$ cat src/rtl/xgmii_tx_arbiter_if.sv
// Bundle of the two source ports and the shared XGMII transmit port.
// master = frame sources / downstream sink side, slave = the arbiter.
interface xgmii_tx_arbiter_if;
  logic        req0;
  logic        req1;
  logic        gnt0;
  logic        gnt1;
  logic [7:0]  in0_txc;
  logic [63:0] in0_txd;
  logic [7:0]  in1_txc;
  logic [63:0] in1_txd;
  logic [7:0]  xgmii_txc;
  logic [63:0] xgmii_txd;
  logic        frame_done;
  logic        frame_abort;
  logic        frame_port;

  modport master (
    output req0, req1, in0_txc, in0_txd, in1_txc, in1_txd,
    input  gnt0, gnt1, xgmii_txc, xgmii_txd, frame_done, frame_abort, frame_port
  );

  modport slave (
    input  req0, req1, in0_txc, in0_txd, in1_txc, in1_txd,
    output gnt0, gnt1, xgmii_txc, xgmii_txd, frame_done, frame_abort, frame_port
  );
endinterface

$ cat src/rtl/xgmii_tx_arbiter.sv
// Frame-granular round-robin arbiter sharing one 64-bit XGMII TX port between
// two sources, with start timeout, overlength/broken-frame abort and forced IFG.
module xgmii_tx_arbiter #(
  parameter int unsigned IFG_WORDS     = 2,
  parameter int unsigned START_TIMEOUT = 16,
  parameter int unsigned MAX_WORDS     = 1200
) (
  input logic               xgmii_clk,
  input logic               sys_rst,
  xgmii_tx_arbiter_if.slave bus
);

  localparam logic [7:0]  IDLE_C  = 8'hff;
  localparam logic [63:0] IDLE_D  = 64'h0707070707070707;
  localparam logic [7:0]  START_C = 8'h01;
  localparam logic [63:0] START_D = 64'hd5555555555555fb;
  localparam logic [7:0]  ERR_C   = 8'hff;
  localparam logic [63:0] ERR_D   = 64'hfefefefefefefefe;

  localparam logic [7:0]  TIMER_LAST = 8'(START_TIMEOUT - 1);
  localparam logic [15:0] WCNT_MAX   = 16'(MAX_WORDS);
  localparam logic [3:0]  IFG_LOAD   = 4'(IFG_WORDS - 1);

  typedef enum logic [1:0] {S_ARB, S_WAIT, S_SEND, S_IFG} state_t;

  state_t      state_q, state_d;
  logic        sel_q, sel_d;
  logic        last_q, last_d;
  logic        gnt0_q, gnt0_d;
  logic        gnt1_q, gnt1_d;
  logic [7:0]  txc_q, txc_d;
  logic [63:0] txd_q, txd_d;
  logic        done_q, done_d;
  logic        abort_q, abort_d;
  logic        port_q, port_d;
  logic [7:0]  timer_q, timer_d;
  logic [15:0] wcnt_q, wcnt_d;
  logic [3:0]  ifg_q, ifg_d;

  logic [7:0]  cur_txc;
  logic [63:0] cur_txd;
  logic        cur_req;
  logic        cur_term;
  logic        cur_start;

  // Only the selected source is ever looked at; the other is ignored entirely.
  always_comb begin
    cur_txc   = sel_q ? bus.in1_txc : bus.in0_txc;
    cur_txd   = sel_q ? bus.in1_txd : bus.in0_txd;
    cur_req   = sel_q ? bus.req1 : bus.req0;
    cur_start = (cur_txc == START_C) && (cur_txd == START_D);
    cur_term  = 1'b0;
    for (int unsigned i = 0; i < 8; i++) begin
      if (cur_txc[i] && (cur_txd[8*i +: 8] == 8'hfd)) cur_term = 1'b1;
    end
  end

  always_comb begin
    state_d = state_q;
    sel_d   = sel_q;
    last_d  = last_q;
    gnt0_d  = gnt0_q;
    gnt1_d  = gnt1_q;
    txc_d   = IDLE_C;
    txd_d   = IDLE_D;
    done_d  = 1'b0;
    abort_d = 1'b0;
    port_d  = port_q;
    timer_d = timer_q;
    wcnt_d  = wcnt_q;
    ifg_d   = ifg_q;

    case (state_q)
      S_ARB: begin
        if (bus.req0 || bus.req1) begin
          sel_d   = (bus.req0 && bus.req1) ? ~last_q : bus.req1;
          last_d  = sel_d;
          gnt0_d  = ~sel_d;
          gnt1_d  = sel_d;
          timer_d = '0;
          state_d = S_WAIT;
        end
      end

      S_WAIT: begin
        if (cur_start) begin
          txc_d   = cur_txc;
          txd_d   = cur_txd;
          wcnt_d  = 16'd1;
          state_d = S_SEND;
        end else if (!cur_req) begin
          gnt0_d  = 1'b0;
          gnt1_d  = 1'b0;
          state_d = S_ARB;
        end else if (timer_q == TIMER_LAST) begin
          gnt0_d  = 1'b0;
          gnt1_d  = 1'b0;
          abort_d = 1'b1;
          port_d  = sel_q;
          ifg_d   = IFG_LOAD;
          state_d = S_IFG;
        end else begin
          timer_d = timer_q + 8'd1;
        end
      end

      S_SEND: begin
        // Terminate is tested first so it wins over the overlength limit.
        if (cur_term) begin
          txc_d   = cur_txc;
          txd_d   = cur_txd;
          gnt0_d  = 1'b0;
          gnt1_d  = 1'b0;
          done_d  = 1'b1;
          port_d  = sel_q;
          ifg_d   = IFG_LOAD;
          state_d = S_IFG;
        end else if ((cur_txc == 8'hff) || (wcnt_q >= WCNT_MAX)) begin
          txc_d   = ERR_C;
          txd_d   = ERR_D;
          gnt0_d  = 1'b0;
          gnt1_d  = 1'b0;
          abort_d = 1'b1;
          port_d  = sel_q;
          ifg_d   = IFG_LOAD;
          state_d = S_IFG;
        end else begin
          txc_d = cur_txc;
          txd_d = cur_txd;
          if (wcnt_q != '1) wcnt_d = wcnt_q + 16'd1;
        end
      end

      S_IFG: begin
        if (ifg_q == '0) state_d = S_ARB;
        else             ifg_d   = ifg_q - 4'd1;
      end

      default: state_d = S_ARB;
    endcase
  end

  always_ff @(posedge xgmii_clk) begin
    if (sys_rst) begin
      state_q <= S_ARB;
      sel_q   <= 1'b0;
      last_q  <= 1'b1;
      gnt0_q  <= 1'b0;
      gnt1_q  <= 1'b0;
      txc_q   <= IDLE_C;
      txd_q   <= IDLE_D;
      done_q  <= 1'b0;
      abort_q <= 1'b0;
      port_q  <= 1'b0;
      timer_q <= '0;
      wcnt_q  <= '0;
      ifg_q   <= '0;
    end else begin
      state_q <= state_d;
      sel_q   <= sel_d;
      last_q  <= last_d;
      gnt0_q  <= gnt0_d;
      gnt1_q  <= gnt1_d;
      txc_q   <= txc_d;
      txd_q   <= txd_d;
      done_q  <= done_d;
      abort_q <= abort_d;
      port_q  <= port_d;
      timer_q <= timer_d;
      wcnt_q  <= wcnt_d;
      ifg_q   <= ifg_d;
    end
  end

  assign bus.gnt0        = gnt0_q;
  assign bus.gnt1        = gnt1_q;
  assign bus.xgmii_txc   = txc_q;
  assign bus.xgmii_txd   = txd_q;
  assign bus.frame_done  = done_q;
  assign bus.frame_abort = abort_q;
  assign bus.frame_port  = port_q;

endmodule

$ cat src/flat_wrapper.sv
// flat-port wrapper written by rule: the top's interface ports become plain ports
module xgmii_tx_arbiter_flat 
#(
  parameter int unsigned IFG_WORDS     = 2,
  parameter int unsigned START_TIMEOUT = 16,
  parameter int unsigned MAX_WORDS     = 1200
)
  (xgmii_clk, sys_rst, bus_req0, bus_req1, bus_in0_txc, bus_in0_txd, bus_in1_txc, bus_in1_txd, bus_gnt0, bus_gnt1, bus_xgmii_txc, bus_xgmii_txd, bus_frame_done, bus_frame_abort, bus_frame_port);
  xgmii_tx_arbiter_if bus_i ();
  input logic xgmii_clk;
  input logic sys_rst;
  input wire logic [$bits(bus_i.req0)-1:0] bus_req0;
  input wire logic [$bits(bus_i.req1)-1:0] bus_req1;
  input wire logic [$bits(bus_i.in0_txc)-1:0] bus_in0_txc;
  input wire logic [$bits(bus_i.in0_txd)-1:0] bus_in0_txd;
  input wire logic [$bits(bus_i.in1_txc)-1:0] bus_in1_txc;
  input wire logic [$bits(bus_i.in1_txd)-1:0] bus_in1_txd;
  output wire logic [$bits(bus_i.gnt0)-1:0] bus_gnt0;
  output wire logic [$bits(bus_i.gnt1)-1:0] bus_gnt1;
  output wire logic [$bits(bus_i.xgmii_txc)-1:0] bus_xgmii_txc;
  output wire logic [$bits(bus_i.xgmii_txd)-1:0] bus_xgmii_txd;
  output wire logic [$bits(bus_i.frame_done)-1:0] bus_frame_done;
  output wire logic [$bits(bus_i.frame_abort)-1:0] bus_frame_abort;
  output wire logic [$bits(bus_i.frame_port)-1:0] bus_frame_port;
  assign bus_i.req0 = bus_req0;
  assign bus_i.req1 = bus_req1;
  assign bus_i.in0_txc = bus_in0_txc;
  assign bus_i.in0_txd = bus_in0_txd;
  assign bus_i.in1_txc = bus_in1_txc;
  assign bus_i.in1_txd = bus_in1_txd;
  assign bus_gnt0 = bus_i.gnt0;
  assign bus_gnt1 = bus_i.gnt1;
  assign bus_xgmii_txc = bus_i.xgmii_txc;
  assign bus_xgmii_txd = bus_i.xgmii_txd;
  assign bus_frame_done = bus_i.frame_done;
  assign bus_frame_abort = bus_i.frame_abort;
  assign bus_frame_port = bus_i.frame_port;
  xgmii_tx_arbiter #(.IFG_WORDS(IFG_WORDS), .START_TIMEOUT(START_TIMEOUT), .MAX_WORDS(MAX_WORDS)) u_core (.xgmii_clk(xgmii_clk), .sys_rst(sys_rst), .bus(bus_i));
endmodule
$ cat config.mk
export PLATFORM = sky130hd
export DESIGN_NAME = xgmii_tx_arbiter_flat
export DESIGN_NICKNAME = d
export VERILOG_FILES = /design/src/rtl/xgmii_tx_arbiter_if.sv /design/src/rtl/xgmii_tx_arbiter.sv /design/src/flat_wrapper.sv
export SDC_FILE = /design/constraint.sdc
export NUM_CORES = 1
export LEC_CHECK = 0
export BUFFER_PORTS_ARGS = -buffer_cell sky130_fd_sc_hd__buf_2
export CAP_MARGIN = 20
export CORE_UTILIZATION = 45
export DETAILED_ROUTE_END_ITERATION = 6
export PLACE_DENSITY = 0.85
export SLEW_MARGIN = 20
export SYNTH_ARGS = -nofsm -noshare
export SYNTH_HDL_FRONTEND = slang
export SYNTH_SLANG_ARGS = --single-unit
$ cat constraint.sdc
create_clock -name xgmii_clk -period 6.62 [get_ports xgmii_clk]
set_clock_uncertainty 0.05 [all_clocks]
set_input_delay 1.986 -clock xgmii_clk [delete_from_list [all_inputs] [get_ports xgmii_clk]]
set_output_delay 1.986 -clock xgmii_clk [all_outputs]
set_load 0.02 [all_outputs]
==> out/metrics.cfg, run 1 <==
[sta]
setup_violations = 0
hold_viol = 0
rsz0062_at_grt = false
drv_slew = 0
whs_ns = 0.425
period_share_pct = 69.9
fin_crit_ns = 4.62
final.setup.tns_ns = 0
fin_ws_ns = 2.00
relSlewSlack_pct = 26.3
worst_slew_pin_slew_ns = 1.11
clock.fmax_mhz = 216

[synthesis]
synth_area_um2 = 5600
synth_edf_count = 0
synthArstFlopShare_pct = 0
synthTopCellsByArea = dfxtp_1 39%, mux2i_1 8.8%, o21ai_0 5.0%
avgSynthCellArea_um2 = 8.60
syn_inst = 651
netlist.area_leader.share_pct = 39.0
yosysUniqueCellTypes = 66
synth-seq-cells = 109
syn-num-nets = 808
synth_ff_type = dfxtp_1
synth-seq-area-share_pct = 39.0
synth_top_area_cell = dfxtp_1
yosys_warnings = 0

[global_routing]
grt_max_degree = 90
groute.usage.overall_pct = 28.6
antenna_found_initial = 1
grt.overflow.total = 0
grt_pass1_wl_um = 28400
grt_pass1_vias = 5465

[layout]
nets = 1007
drive_above_1_share_pct = 31.3
area_delta_synth_final_pct = 27.3
fin_area_um2 = 7130
multiInputGateArea_um2 = 3180
layout_commonest_cell = buf_2
regArea_um2 = 2190
nFillCells = 1029
final_cell_mix = 224 x buf_2, 108 x dfxtp_1, 56 x o21ai_0
layoutNonFillerInstCount = 1024

[worst_setup_path]
slowest_stage = o31ai_2
cp_top_family = simple AND/OR/NAND/NOR gates
cp.arrival_ns = 4.88
path_cells = buf_2, nor4bb_1, and3_1, o22a_1, o2111ai_1, o31ai_2, nand3_1, nor3_1, o21a_1
critPathMaxFanout = 13
cpPeakStageDelay_ns = 0.75
end_kind = flop
worstPathRequired_ns = 6.87
crit_type = in -> reg
crit_buf_inv = 1
cp-start-kind = input port

[floorplanning]
die-area_um2 = 12900
die_w_um = 114
start_util_pct = 46.4
die_y_um = 114
coreArea_um2 = 12100
rows = 40
io-pin-count = 225

[clock_tree]
cts_setup_buffers = 0
clk_pin_slew_ns = 0.07
cts_sinks = 109
cts_buffers = 9
cts-resized-gates = 0
cts_buffer_depth = 2
hold_buffers = 0
cts_tree = built
cts_root_buffer = clkbuf_16
clock_latency_ns = 0.36
ctsHtreeMaxLevel = 3

[detailed_routing]
ant_nets = 0
drc = 0
routed_wl_um = 19000
wl_per_cell_um = 18.5
vias_per_cell = 5.84
drtIter0Drc = 666
dr.pass1.iters = 6
vias = 5979

[power]
p_leak_uw = 0.00293
vdd_ir_drop_max_mv = 0.251
powerDensity_nw_per_um2 = 284

[place]
dp_worst_setup_slack_ns = 1.64
post-dp-hpwl_um = 14300
dp.cells = 1006
place_area_um2 = 6780
io_buffers = 224
place_congestion = 0.979

[status]
status = completed

[run]
drv_cap = 0

[worst_hold_path]
hold_path.class = reg -> reg

==> final cells by class <==
| type | count | share of cell area (%) |
|---|---|---|
| diodes | 1 | 0.0351 |
| multi-input cells | 483 | 44.5 |
| well taps | 168 | 2.95 |
| flip-flops and latches | 109 | 30.6 |
| repair buffers | 228 | 16.4 |
| clock buffers | 10 | 3.35 |
| clock inverters | 6 | 1.07 |
| inverters | 19 | 1.00 |
==> power by group <==
group	switching [uW]	internal (uW)
sequential	61.2	729
combinational	422	241
clock	263	311
total	746	1280
==> cell usage after synthesis (4+ instances only) <==
master    number
buf_2         16
dfxtp_1      109
or2_2          4
clkbuf_1      16
nand3_1       22
nor2b_1       24
nor4b_1        6
nand2b_1       6
o21ai_1        5
nor4_1        12
or3_1          8
and3_1         7
a21oi_1       52
ha_1           9
nor3_1        15
o21a_1        13
o21ai_0       56
a21boi_0       7
nand4_1       23
mux2i_1       49
inv_1         18
a22oi_1        4
nand4b_1       5
a211oi_1      17
and2_1         4
nor2_1        41
nand2_1       35
o22ai_1        4
==> worst min-delay path, delay by kind of cell, from the launching register on <==
kind	cells	cell delay, ns
muxes	1	0.05
DFF	1	0.32
and+or+nand+nor	1	0.06
==> kinds of logic after synthesis <==
family,after synthesis,synth area share (%)
fa+ha+maj,9,2.01
mux,51,9.16
simple gates,237,24.1
buf+inv,59,4.78
flops,109,39.0
compound gates,186,21.0
==> final timing paths <==
check | start | endpoint | slack (ns) | depth (start not counted)
worst min register to register | u_core.bus.gnt1$_SDFFE_PP0P_ | u_core.bus.gnt1$_SDFFE_PP0P_ | 0.43 | 2
worst min-delay path | u_core.bus.gnt1$_SDFFE_PP0P_ | u_core.bus.gnt1$_SDFFE_PP0P_ | 0.43 | 2
worst max register to register | u_core.sel_q$_SDFFE_PP0P_ | u_core.bus.xgmii_txc[5]$_SDFF_PP1_ | 2.70 | 8
worst max-delay path | bus_in0_txd[9] | u_core.wcnt_q[8]$_SDFFE_PP0P_ | 2.00 | 9
==> stage by stage <==
step	util, %	total power (uW)
floorplan	-	1240
global placement	56.2	1440
detailed placement	56.2	1450
CTS	58.8	2010
global route	59.1	2120
finish	59.1	2030
==> flip-flops by register name, summed over array words and instances, names as in the netlist, 4 cells and up, named ones only <==
signal,count
u_core.bus.xgmii_txd,64
u_core.wcnt_q,16
u_core.bus.xgmii_txc,8
u_core.timer_q,8
u_core.ifg_q,4
==> metal layers <==
layer  GRT usage (%)  up-vias  part of all wire, %
li1                -     2800                    -
met1            38.5     2764                   42
met2            43.8      363                   45
met3            6.54       52                  9.1
met4            12.8        0                  3.4
met5               0        -                    0
No activity file was read; power rests on OpenSTA's default activity.
==> inputs of run 2 (changes only) <==
==> constraint.sdc (replaced) <==
create_clock -name xgmii_clk -period 4.27 [get_ports xgmii_clk]
set_clock_uncertainty 0.05 [all_clocks]
set_input_delay 1.281 -clock xgmii_clk [delete_from_list [all_inputs] [get_ports xgmii_clk]]
set_output_delay 1.281 -clock xgmii_clk [all_outputs]
set_load 0.02 [all_outputs]
==> run 2 against run 1 <==
  * Critical path type unchanged
  * Sequential share of layout area down 0.15 points
  * Highest routed layer unchanged
  * Core utilization up 0.29 points
  * Cell area increased by 0.49%
  * Wire length is 0.35% lower
  * Combinational power is 59% higher
  * Setup slack got worse by 1.4 ns
  * Cell count up 0.68%
  * Sequential cell count is the same
  * Sequential power increased by 54%
  * Via count barely moved
==> out/metrics.cfg, run 2 (same netlist as run 1, synthesis figures left out) <==
[worst_setup_path]
worstPathRequired_ns = 4.47
crit_type = in -> reg
cp-start-kind = input port
critPathMaxFanout = 11
cp.arrival_ns = 3.90
end_kind = flop

[detailed_routing]
routed_wl_um = 18900
dr.pass1.iters = 5
ant_nets = 0
wl_per_cell_um = 18.3
drc = 0
vias = 5976
vias_per_cell = 5.80
drtIter0Drc = 706

[layout]
drive_above_1_share_pct = 32.0
nFillCells = 1074
area_delta_synth_final_pct = 28.0
regArea_um2 = 2190
layout_commonest_cell = buf_2
largest_reg_flops = 64
nets = 1015
multiInputGateArea_um2 = 3170
final_cell_mix = 224 x buf_2, 108 x dfxtp_1, 56 x o21ai_0
diodes = 0
layoutNonFillerInstCount = 1031

[sta]
hold_viol = 0
drv_slew = 0
final.setup.tns_ns = 0
worst_slew_pin_slew_ns = 0.964
relSlewSlack_pct = 35.7
setup_violations = 0
fin_crit_ns = 3.70
fin_ws_ns = 0.574
clock.fmax_mhz = 271
rsz0062_at_grt = false
period_share_pct = 86.6

[clock_tree]
cts_sinks = 109
hold_buffers = 0
cts_buffers = 9
cts_setup_buffers = 0
clock_latency_ns = 0.36
cts_buffer_depth = 2
cts_tree = built
cts-resized-gates = 0
cts_root_buffer = clkbuf_16
ctsHtreeMaxLevel = 3
clk_pin_slew_ns = 0.08

[worst_hold_path]
hold_path.class = reg -> reg

[power]
p_leak_uw = 0.00295
powerDensity_nw_per_um2 = 435
vdd_ir_drop_max_mv = 0.259

[place]
post-dp-hpwl_um = 14600
place_congestion = 0.959
io_buffers = 224
dp.cells = 1014
dp_worst_setup_slack_ns = 0.374

[global_routing]
antenna_found_initial = 0
grt_max_degree = 83
grt.overflow.total = 0
groute.usage.overall_pct = 28.4
grt_pass1_vias = 5461
grt_pass1_wl_um = 28300

[floorplanning]
die-area_um2 = 12900
die_w_um = 114
die_y_um = 114
io-pin-count = 225
rows = 40
coreArea_um2 = 12100
start_util_pct = 46.4

[run]
drv_cap = 0

[status]
status = completed

-- run 2: worst max-delay path: stages --
cell and delay (ns):
buf_2 0.11, nor4bb_1 0.63, and3_1 0.29, o22a_1 0.15, o2111ai_1 0.17, o31ai_2 0.38, buf_4 0.24, a21boi_2 0.33
a21oi_1 0.14, and2_1 0.18
-- run 2: metrics by stage --
| step | total power, uW | hold WS, ns | area (um^2) | utilization (%) |
|---|---|---|---|---|
| after floorplan | 1920 | 0.381 | 5600 | - |
| after global placement | 2250 | 0.398 | 6840 | 56.7 |
| after detailed placement | 2270 | 0.406 | 6840 | 56.7 |
| after CTS | 3100 | 0.417 | 7140 | 59.2 |
| after global routing | 3260 | 0.441 | 7170 | 59.4 |
| final | 3120 | 0.416 | 7170 | 59.4 |
-- run 2: final timing paths --
check / start / end / slack (ns) / depth (start not counted)
setup / recovery: bus_in0_txd[9] / u_core.wcnt_q[12]$_SDFFE_PP0P_ / 0.57 / 10
hold / removal: u_core.bus.gnt1$_SDFFE_PP0P_ / u_core.bus.gnt1$_SDFFE_PP0P_ / 0.42 / 2
setup reg to reg: u_core.sel_q$_SDFFE_PP0P_ / u_core.wcnt_q[12]$_SDFFE_PP0P_ / 0.74 / 10
hold reg to reg: u_core.bus.gnt1$_SDFFE_PP0P_ / u_core.bus.gnt1$_SDFFE_PP0P_ / 0.42 / 2
-- run 2: area by class of cell --
| cell class | instances | area share, % |
|---|---|---|
| clock inverter | 7 | 1.05 |
| clock buffer | 9 | 3.14 |
| tap | 168 | 2.93 |
| timing repair buffer | 236 | 17.2 |
| multi-input combinational | 483 | 44.2 |
| inverter | 19 | 0.995 |
| sequential | 109 | 30.5 |
-- run 2: report_power, final --
part	switching, uW	internal, uW	leakage [uW]
Sequential	86.7	1130	0.000885
Clock	431	417	0.000145
Combinational	663	390	0.00192
Total	1180	1940	0.00295
-- run 2: routing by layer --
layer | wire length (um) | vias up | GRT usage, %
li1 | - | 2821 | -
met5 | 0 | - | 0
met4 | 561 | 0 | 12.2
met3 | 2010 | 52 | 7.33
met1 | 7670 | 2767 | 37.2
met2 | 8640 | 336 | 44.1
==> inputs of run 3 (changes only) <==
--- a/config.mk
+++ b/config.mk
@@ -7,9 +7,9 @@
 export LEC_CHECK = 0
 export BUFFER_PORTS_ARGS = -buffer_cell sky130_fd_sc_hd__buf_2
 export CAP_MARGIN = 20
-export CORE_UTILIZATION = 45
+export CORE_UTILIZATION = 49
 export DETAILED_ROUTE_END_ITERATION = 6
-export PLACE_DENSITY = 0.85
+export PLACE_DENSITY = 0.91
 export SLEW_MARGIN = 20
 export SYNTH_ARGS = -nofsm -noshare
 export SYNTH_HDL_FRONTEND = slang
==> run 3 against run 2 <==
  * Clock power is 2% lower
  * Hold slack better by 0.00059 ns
  * Largest cell class unchanged
  * Highest routed layer unchanged
  * Critical path type unchanged
  * Fmax is 4.9% higher
==> out/metrics.cfg, run 3 (same netlist as run 1, synthesis figures left out) <==
[status]
status = completed

[detailed_routing]
ant_nets = 0
wl_per_cell_um = 18.9
dr.pass1.iters = 6
vias_per_cell = 6.10
drtIter0Drc = 719
vias = 6133
drc = 0
routed_wl_um = 19000

[clock_tree]
cts_setup_buffers = 0
cts_root_buffer = clkbuf_16
cts_sinks = 109
ctsHtreeMaxLevel = 3
cts-resized-gates = 0
clock_latency_ns = 0.35
cts_buffer_depth = 2
cts_buffers = 9
cts_tree = built
clk_pin_slew_ns = 0.08
hold_buffers = 0

[floorplanning]
die_w_um = 109
io-pin-count = 225
die-area_um2 = 11900
start_util_pct = 51.0
coreArea_um2 = 11000
rows = 38
die_y_um = 109

[worst_setup_path]
cp.arrival_ns = 3.77
critPathMaxFanout = 12
rrSetupSlack_ns = 0.94
path_cells = buf_2, nor4bb_1, and3_1, o22a_1, o2111ai_1, o31ai_2, buf_4, nand3_1, nor3_1, o21a_1
cpPeakStageDelay_ns = 0.55
end_kind = flop
crit_type = in -> reg
worstPathRequired_ns = 4.52
cp-start-kind = input port
slowest_stage = nor4bb_1

[layout]
layout_commonest_cell = buf_2
largest_reg_flops = 64
drive_above_1_share_pct = 32.0
layoutNonFillerInstCount = 1005
area_delta_synth_final_pct = 27.4
nets = 1017
diodes = 0
final_cell_mix = 224 x buf_2, 108 x dfxtp_1, 56 x o21ai_0

[global_routing]
groute.usage.overall_pct = 31.2
grt.overflow.total = 0
antenna_found_initial = 0
grt_pass1_wl_um = 28300
grt_pass1_vias = 5661
grt_max_degree = 52

[sta]
worst_slew_pin_slew_ns = 0.881
relSlewSlack_pct = 41.3
fin_crit_ns = 3.52
rsz0062_at_grt = false
period_share_pct = 82.5
drv_slew = 0
setup_violations = 0
hold_viol = 0
clock.fmax_mhz = 284
final.setup.tns_ns = 0

[worst_hold_path]
hold_path.class = reg -> reg

[place]
dp.cells = 988
place_congestion = 0.983
post-dp-hpwl_um = 14400
io_buffers = 224

[power]
powerDensity_nw_per_um2 = 437
vdd_ir_drop_max_mv = 0.309
p_leak_uw = 0.00296

[run]
drv_cap = 0

==> run 3: layout make-up <==
cell class | count | area, um^2
multi-input cells | 483 | 3170
repair buffers | 238 | 1250
well taps | 140 | 175
inverters | 19 | 71.3
clock inverters | 7 | 66.3
flip-flops and latches | 109 | 2190
fillers | 879 | 3850
clock buffers | 9 | 225
==> run 3: worst paths after layout <==
| path | start | to | cells after the start |
|---|---|---|---|
| max | bus_in0_txd[9] | u_core.wcnt_q[9]$_SDFFE_PP0P_ | 10 |
| min | u_core.bus.gnt1$_SDFFE_PP0P_ | u_core.bus.gnt1$_SDFFE_PP0P_ | 2 |
| max reg2reg | u_core.sel_q$_SDFFE_PP0P_ | u_core.bus.xgmii_txd[33]$_SDFF_PP1_ | 9 |
| min reg2reg | u_core.bus.gnt1$_SDFFE_PP0P_ | u_core.bus.gnt1$_SDFFE_PP0P_ | 2 |
==> run 3: critical path, delay by kind of cell <==
kind | cells | cell delay [ns]
compound gates | 4 | 0.74
buf+inv | 2 | 0.32
simple gates | 4 | 1.43
==> run 3: per-stage QoR <==
step | power [uW] | area [um^2] | utilization, % | worst slack (ns) | hold WS [ns]
6_report | 3120 | 7140 | 65.0 | 0.747 | 0.416
5_1_grt | 3270 | 7140 | 65.0 | 0.493 | 0.451
4_1_cts | 3090 | 7110 | 64.7 | 0.815 | 0.421
3_5_place_dp | 2270 | 6820 | 62.1 | 0.485 | 0.405
3_3_place_gp | 2250 | 6820 | 62.1 | 0.517 | 0.391
2_1_floorplan | 1920 | 5600 | - | 1.14 | 0.381
==> run 3: per-layer routing <==
layer	up-vias	GRT usage [%]	routed length [um]
met5	-	0	0
met2	407	47.4	8630
met3	77	8.73	1930
met4	0	15.4	781
li1	2826	-	-
met1	2823	40.3	7700
==> run 3: report_power, final <==
part	internal (uW)	leakage, uW	switching (uW)
Combinational	393	0.00193	693
Sequential	1130	0.000885	70.3
Clock	411	0.000142	422
Total	1930	0.00296	1190
